--- src/rtl/spi_pkg.sv ---
`default_nettype none
// +------------------------------------------------------------------+
// | Package : spi_pkg                                                |
// | Brief   : Shared types and constants for the SPI receiver slice. |
// | Rev     : 1.0  initial release                                   |
// +------------------------------------------------------------------+
package spi_pkg;

  typedef enum logic {
    IDLE  = 1'b0,
    SHIFT = 1'b1
  } state_t;

  // SPI modes encoded as {CKP, CPH}
  localparam logic [1:0] MODE00 = 2'b00;
  localparam logic [1:0] MODE01 = 2'b01;
  localparam logic [1:0] MODE10 = 2'b10;
  localparam logic [1:0] MODE11 = 2'b11;

  localparam int DEFAULT_WIDTH = 8;

endpackage
`default_nettype wire

--- src/rtl/spi_sync_edge.sv ---
`default_nettype none
// +------------------------------------------------------------------+
// | Module : spi_sync_edge                                           |
// | Brief  : Multi-flop synchronizer with registered edge detection. |
// |          sync, rise and fall are all registered and mutually     |
// |          aligned: sync is the level that the strobes refer to.   |
// | Rev    : 1.0  initial release                                    |
// +------------------------------------------------------------------+
module spi_sync_edge #(
  parameter int   SYNC_STAGES = 2,
  parameter logic RESET_VAL   = 1'b0
) (
  input  logic clk,
  input  logic rst,
  input  logic din,
  output logic sync,
  output logic rise,
  output logic fall
);

  logic [SYNC_STAGES-1:0] stages;
  logic                   settled;

  assign settled = stages[SYNC_STAGES-1];

  // Synchronizer chain, then one flop holding the previous settled level
  // alongside registered edge strobes so level and strobes line up.
  always_ff @(posedge clk or negedge rst) begin
    if (!rst) begin
      stages <= {SYNC_STAGES{RESET_VAL}};
      sync   <= RESET_VAL;
      rise   <= 1'b0;
      fall   <= 1'b0;
    end else begin
      stages <= {stages[SYNC_STAGES-2:0], din};
      sync   <= settled;
      rise   <= settled & ~sync;
      fall   <= ~settled & sync;
    end
  end

endmodule
`default_nettype wire

--- src/rtl/receiver_spi.sv ---
`default_nettype none
// +------------------------------------------------------------------+
// | Module : receiver_spi                                            |
// | Brief  : Oversampling SPI slave, LSB-first, full duplex, all     |
// |          four CKP/CPH modes, back-to-back words under one CS.    |
// | Rev    : 1.0  initial release                                    |
// +------------------------------------------------------------------+
module receiver_spi
  import spi_pkg::*;
#(
  parameter int WIDTH       = DEFAULT_WIDTH,
  parameter int SYNC_STAGES = 2
) (
  input  logic             clk,
  input  logic             rst,
  input  logic             CKP,
  input  logic             CPH,
  input  logic             SCK,
  input  logic             CS,
  input  logic             MOSI,
  input  logic [WIDTH-1:0] tx_data,
  output logic             MISO,
  output logic [WIDTH-1:0] rx_data,
  output logic             rx_valid,
  output logic             busy,
  output logic             frame_err
);

  localparam int             CW     = $clog2(WIDTH + 1);
  localparam logic [CW-1:0]  C_FULL = CW'(WIDTH);

  state_t           state, state_next;
  logic [CW-1:0]    count, count_after;
  logic [WIDTH-1:0] rx_shift, tx_shift, tx_shifted;
  logic             sck_norm, lead, trail, cs_rise, cs_fall, mosi_s;
  logic             sck_level_unused, cs_level_unused;
  logic             mosi_rise_unused, mosi_fall_unused;
  logic             sample_en, shift_en, start, frame_abort;

  // SCK is normalised so its idle level is always 0: rise = leading edge,
  // fall = trailing edge, and the synchronizer resets to the idle level.
  assign sck_norm   = SCK ^ CKP;
  assign tx_shifted = tx_shift >> 1;

  spi_sync_edge #(.SYNC_STAGES(SYNC_STAGES), .RESET_VAL(1'b0)) u_sck_sync (
    .clk(clk), .rst(rst), .din(sck_norm),
    .sync(sck_level_unused), .rise(lead), .fall(trail)
  );

  spi_sync_edge #(.SYNC_STAGES(SYNC_STAGES), .RESET_VAL(1'b1)) u_cs_sync (
    .clk(clk), .rst(rst), .din(CS),
    .sync(cs_level_unused), .rise(cs_rise), .fall(cs_fall)
  );

  spi_sync_edge #(.SYNC_STAGES(SYNC_STAGES), .RESET_VAL(1'b0)) u_mosi_sync (
    .clk(clk), .rst(rst), .din(MOSI),
    .sync(mosi_s), .rise(mosi_rise_unused), .fall(mosi_fall_unused)
  );

  // State register
  always_ff @(posedge clk or negedge rst) begin
    if (!rst) state <= IDLE;
    else      state <= state_next;
  end

  // Next state plus per-cycle strobes for the datapath
  always_comb begin
    state_next  = state;
    busy        = 1'b0;
    start       = 1'b0;
    sample_en   = 1'b0;
    shift_en    = 1'b0;
    frame_abort = 1'b0;
    count_after = count;
    case (state)
      IDLE: begin
        if (cs_fall) begin
          start      = 1'b1;
          state_next = SHIFT;
        end
      end
      SHIFT: begin
        busy        = 1'b1;
        sample_en   = CPH ? trail : lead;
        // CPH=0: the trailing edge right after a completed word must not
        // shift, or the freshly reloaded bit 0 would be lost.
        shift_en    = !cs_rise && (CPH ? lead : (trail && count != '0));
        count_after = count + CW'(sample_en);
        if (cs_rise) begin
          state_next  = IDLE;
          frame_abort = (count_after != '0) && (count_after != C_FULL);
        end
      end
      default: state_next = IDLE;
    endcase
  end

  // Shift registers, bit counter, word completion and MISO
  always_ff @(posedge clk or negedge rst) begin
    if (!rst) begin
      MISO      <= 1'b0;
      rx_data   <= '0;
      rx_valid  <= 1'b0;
      frame_err <= 1'b0;
      count     <= '0;
      rx_shift  <= '0;
      tx_shift  <= '0;
    end else begin
      rx_valid  <= 1'b0;
      frame_err <= 1'b0;
      if (start) begin
        tx_shift <= tx_data;
        rx_shift <= '0;
        count    <= '0;
        MISO     <= CPH ? 1'b0 : tx_data[0];
      end else if (count == C_FULL) begin
        rx_data  <= rx_shift;
        rx_valid <= 1'b1;
        count    <= '0;
        tx_shift <= tx_data;
        if (state == SHIFT && cs_rise)   MISO <= 1'b0;
        else if (state == SHIFT && !CPH) MISO <= tx_data[0];
      end else begin
        if (sample_en) begin
          rx_shift <= {mosi_s, rx_shift[WIDTH-1:1]};
          count    <= count_after;
        end
        if (shift_en) begin
          tx_shift <= tx_shifted;
          MISO     <= CPH ? tx_shift[0] : tx_shifted[0];
        end
        if (frame_abort) begin
          frame_err <= 1'b1;
          count     <= '0;
        end
        if (state == SHIFT && cs_rise) MISO <= 1'b0;
      end
    end
  end

endmodule
`default_nettype wire

--- config.mk ---
export PLATFORM = sky130hd
export DESIGN_NAME = receiver_spi
export DESIGN_NICKNAME = d
export VERILOG_FILES = /design/src/rtl/spi_pkg.sv /design/src/rtl/spi_sync_edge.sv /design/src/rtl/receiver_spi.sv
export SDC_FILE = /design/constraint.sdc
export NUM_CORES = 1
export LEC_CHECK = 0
export CORE_MARGIN = 2
export CORE_UTILIZATION = 57
export CTS_CLUSTER_SIZE = 24
export DETAILED_ROUTE_END_ITERATION = 10
export GPL_TIMING_DRIVEN = 0
export MAX_ROUTING_LAYER = met4
export PLACE_DENSITY_LB_ADDON = 0.15
export RECOVER_POWER = 25
export SLEW_MARGIN = 0
export SYNTH_ARGS = -nofsm -noshare
export SYNTH_HDL_FRONTEND = slang
export SYNTH_SLANG_ARGS = --single-unit
--- constraint.sdc ---
create_clock -name clk -period 3.7 [get_ports clk]
set_input_delay 0.925 -clock clk [delete_from_list [all_inputs] [get_ports clk]]
set_output_delay 0.925 -clock clk [all_outputs]
set_load 0.02 [all_outputs]
# [After elaboration in Yosys (flattened, before gate mapping)]
# Index checks and enable logic that the tools add are counted.
[word_totals] input_bits=15 out_inout_bits=12 wordCells=87 reg_bits=45
[classes] muxes=35 n_reduce_logical=18 n_bitwise=11 n_addsub=1 n_eq_ne=4
[op_table] cell="$mux 8" n=6
[op_table] cell="$mux 1" n=23
[op_table] cell="$mux 4" n=5
[op_table] cell="$reduce_bool 4->1" n=5
[op_table] cell="$reduce_and 2->1" n=4
[op_table] cell="$not 1->1" n=6
[op_table] cell="$logic_and 1x1->1" n=5
[op_table] cell="$add 4x1->4" n=1
[op_table] cell="$and 1x1->1" n=4
[op_table] cell="$eq 4x4->1 const B" n=1
[op_table] cell="$ne 4x2->1 const B" n=1
[op_table] cell="$ne 4x4->1 const B" n=1
[op_table] cell="$reduce_bool 3->1" n=1
[op_table] cell="$logic_not 1->1" n=2
[op_table] cell="$ne 2x2->1 const B" n=1
[op_table] cell="$pmux 1 s2" n=1
[op_table] cell="$reduce_bool 2->1" n=1
[op_table] cell="$xor 1x1->1" n=1

# [Longest topological paths before layout]
[logic_depth] word_depth=9 depth_mapped=7 mapped_depth_nobuf=7

# [By module]
# A second synthesis with hierarchy kept.
[hier_totals] hier_cells=161 area_unflattened_um2=1988.2
[by_module_without_submodules] mod="receiver_spi" instances=1 area_each_um2=1564.0 cells_per_inst=140 seq_area_each_um2=800.8
[by_module_without_submodules] mod="spi_sync_edge at u_mosi_sync ..." instances=2 area_each_um2=140.1 cells_per_inst=7 seq_area_each_um2=125.1
[by_module_without_submodules] mod="spi_sync_edge at u_cs_sync" instances=1 area_each_um2=143.9 cells_per_inst=7 seq_area_each_um2=128.9

# [Least setup slack after synthesis]
# Ideal clock, no wire load.
[synth_timing] path_type="in2reg" from="input CPH" to="register count[0]" n_path_buf=0 path_stages=7 t_arrival_ns=2.575 t_required_ns=3.617 slack_ns=1.042 setup_ns=0.083 cell_sequence="mux2_2 ha_1 ha_1 nor2b_1 o41ai_1 nand3_1 o21ai_0"
[synth_via] elab_chain_cells=9 elab_cells_between_ends=16 cone_classes="1 x add/sub; 1 x eq/ne; 9 x mux; 5 x reduce/logical"
[synth_rtl] item="start: declaration" line="receiver_spi.sv:17" rtl="input logic CPH,"
[synth_rtl] item="$mux 1 *" line="receiver_spi.sv:84" rtl="sample_en = CPH ? trail : lead;"
[synth_rtl] item="$add 4x1->4" line="receiver_spi.sv:88" rtl="count_after = count + CW'(sample_en);"
[synth_rtl] item="$ne 4x4->1 or $reduce_bool 4->1 (tied branches)" line="receiver_spi.sv:91" rtl="frame_abort = (count_after != '0) && (count_after != C_FULL);"
[synth_rtl] item="$logic_and 1x1->1" line="receiver_spi.sv:91"
[synth_rtl] item="$mux 1" line="receiver_spi.sv:89" rtl="if (cs_rise) begin"
[synth_rtl] item="$mux 1" line="receiver_spi.sv:75" rtl="case (state)"
[synth_rtl] item="$mux 4" line="receiver_spi.sv:132" rtl="if (frame_abort) begin"
[synth_rtl] item="$mux 4" line="receiver_spi.sv:116" rtl="end else if (count == C_FULL) begin"
[synth_rtl] item="$mux 4" line="receiver_spi.sv:111" rtl="if (start) begin"
[synth_rtl] item="end signal: assignment" line="receiver_spi.sv:126" rtl="count <= count_after;"
[synth_rtl] item="end: declaration" line="receiver_spi.sv:33" rtl="logic [CW-1:0] count, count_after;"
# Mark *: on every way between the ends. The rest lies on a longest branch, timed or not. The select of a mux whose other input is x is not followed.
# A chain may end at the register's enable or synchronous reset.

# [Final worst setup path]
# Same ends and word-level chain as after synthesis.

==> results.yml <==
status:
  status: "complete, no violations"
power_and_ir_drop:
  power_mw: 1.242
  p_int_uw: 907.8
  vdd_ir_drop_max_v: 0.0003327
  p_seq_frac: 0.528
  p_switching_uw: 334.6
  pwr-share-comb: 0.222
  power_density_nw_per_um2: 528.5
  leakage_nw: 1.077
  clockPowerShare: 0.251
  power_switching_share: 0.2693
critical_path:
  critical_path.max_stage_delay_ns: 0.58
  r2r_end: "count[0]"
  r2r_cells: 7
  crit_path_end_kind: "flip-flop"
  r2r-start: "u_sck_sync.fall"
  cp-start-kind: "input pin"
  cpLargestDelayFamily: "compound AO/OA/AOI/OAI gates"
  path_class: "input pin to flip-flop"
  cp_slowest_cell: "clkdlybuf4s50_1"
  crit_start: "CPH"
  cp.required_ns: 3.98
  cp.depth: 8
  crit_path_max_fanout: 6
  path_common_cell: "ha_1"
  path_buf_inv: 1
  critPathArrivalTime_ns: 3.47
  endpoint: "count[0]"
  rrSetupSlack_ns: 1.37
  path_cells: "clkdlybuf4s50_1 -> mux2_2 -> ha_1 -> ha_1 -> nor2b_1 -> o41ai_1 -> nand3_1 -> o21ai_0"
grt:
  grt_pass1_vias: 1273
  globalRouteOverflowTotal: 0
  grt_usage: 0.1890
  grt_max_degree: 31
  grt_pass1_wl_um: 5554
  antenna_found_initial: 0
clocking:
  tritoncts: "built"
  cts.sinks: 45
  postCtsHoldBufs: 0
  cts_made_buffers: 5
  cts.htree.levels: 2
  cts_root_buffer: "clkbuf_4"
  cts_setup_buffers: 0
  cts_resized: 0
  clkLatencyLatePin_ns: 0.35
  clk_path_buf_depth: 2
  clk_pin_slew_worst_paths_ns: 0.13
sta:
  fin_crit_sh: 0.8609
  finalHoldViolations: 0
  slew_viol_final: 0
  timing.slew.headroom: 0.4023
  max_freq_mhz: 313.9
  min_period_ns: 3.185
  tns_ns: 0
  final-setup-viol-count: 0
  worst_pin_slew_ns: 0.8966
  rsz0062_at_grt: "no"
  setup_ws_ns: 0.5147
  clock_skew_ns: 0.01068
finish:
  drive_gt1_frac: 0.2199
  nFillCells: 234
  final_nets: 207
  multi_input_area_um2: 747.0
  mostFrequentLayoutCells: "dfrtp_1 (42), clkdlybuf4s50_1 (25), mux2_2 (21), nand2_1 (21), o21ai_0 (12)"
  final_util: 0.7158
  num_antenna_cells: 0
  seqCellArea_um2: 1130
  instances_no_fill: 237
  mostFrequentLayoutCell: "dfrtp_1"
  syn2layout_area_growth_pct: 21.54
synth:
  ys_async_sr_fraction: 1.000
  postSynthAreaPerCell_um2: 12.40
  synthCells: 156
  synth_ff_type: "dfrtp_1"
  synth-seq-area-share: 0.5841
  netlist_area_um2: 1934
  synth-seq-cells: 45
  ys_types: 36
  synth_warnings: 0
  syn_nets: 173
  synth_edf_count: 0
routing:
  drc_errors: 0
  dr_total_vias: 1266
  drtIter0Drc: 70
  finalWirelength_um: 3174
  ant_nets: 0
  vias_per_cell: 5.342
  dr.pass1.iters: 4
  wire_per_inst_um: 13.39
placed_design:
  port_buffers: 26
  placed_cells: 229
  hpwl_um: 2312
  gp_congestion: 0.8130
  pre_cts_ws_ns: 0.1668
floorplanning:
  die_area_um2: 3876
  io_pins: 27
  fp.dieH_um: 62.26
  core.rowCount: 21
  die_w_um: 62.26
  initial_core_util: 0.5890
  core_area_um2: 3284
min_path:
  min_path_type: "flip-flop to flip-flop"
run:
  maxCapViolations: 0
## routing by layer
layer | share of wire | GRT usage | wire, um | vias to the layer above
met5 | 0 | - | 0 | -
met4 | 0.016 | 0.07500 | 52 | 0
met3 | 0.032 | 0.03804 | 103 | 5
met2 | 0.50 | 0.3043 | 1594 | 26
met1 | 0.45 | 0.2382 | 1423 | 614
li1 | - | - | - | 621
## metrics by stage
stage / instance area [um2] / hold slack, ns
after floorplan: 1934 / 0.3312
after global placement: 2252 / 0.3331
after detailed placement: 2267 / 0.3364
after CTS: 2352 / 0.3648
after global routing: 2351 / 0.3817
final: 2351 / 0.3613
## registers in the layout, summed over array words and instances, names as in the netlist, 2 cells and up
signal	cells
rx_shift	8
rx_data	8
u_mosi_sync.stages	2
count	4
u_cs_sync.stages	2
u_sck_sync.stages	2
tx_shift	8
## how the worst min path moves through the flow
| stage | from | end | slack [ns] | cells past startpoint |
|---|---|---|---|---|
| 3_5_place_dp | u_sck_sync.stages[0] | u_sck_sync.stages[1] | 0.34 | 0 |
| 4_1_cts | u_sck_sync.stages[0] | u_sck_sync.stages[1] | 0.36 | 0 |
| 2_1_floorplan | u_mosi_sync.stages[0] | u_mosi_sync.stages[1] | 0.33 | 0 |
| 5_1_grt | u_cs_sync.stages[0] | u_cs_sync.stages[1] | 0.38 | 0 |
| 3_3_place_gp | u_sck_sync.stages[0] | u_sck_sync.stages[1] | 0.33 | 0 |
| 6_report | u_sck_sync.stages[0] | u_sck_sync.stages[1] | 0.36 | 0 |
## cell families after synthesis
family,count (synthesis),share of synthesized area
AO/OA/AOI/OAI,24,0.07957
flip-flops,45,0.5841
multiplexers,26,0.1585
AND/OR/NAND/NOR,46,0.1307
buffers and inverters,12,0.02976
XOR/XNOR,1,0.004529
adder cells (fa/ha/maj),2,0.01293
## final cells by class
class | count | area share
inverters | 7 | 0.01118
plain buffers | 5 | 0.01330
flip-flops and latches | 45 | 0.4806
well taps | 46 | 0.02448
clock inverters | 1 | 0.01277
multi-input cells | 99 | 0.3177
clock buffers | 7 | 0.02342
repair buffers | 27 | 0.1166
## cells in the mapped netlist, drive strengths merged, types with 2 or more instances
library cell	number	area [um2]
ha	2	25.02
nor4	2	12.51
nor2	2	10.01
nand3	2	10.01
nand4	3	18.77
o21ai	14	70.07
and2	2	12.51
a211oi	3	22.52
clkbuf	2	7.510
dfstp	3	78.83
buf	3	23.77
inv	7	26.28
and3	2	12.51
nor2b	7	43.79
mux2	25	296.5
nand2	21	78.83
a31oi	2	18.77
dfrtp	42	1051
## power by group through the flow
stage                     Combinational (mW)  Sequential [mW]  Clock (mW)
final                                  0.275            0.655       0.312
after global routing                   0.309            0.668       0.342
after CTS                              0.279            0.656       0.319
after detailed placement               0.278            0.666           0
after global placement                 0.262            0.659           0
after floorplan                        0.192            0.657           0
Note: power is estimated with default switching activity, not from simulation.
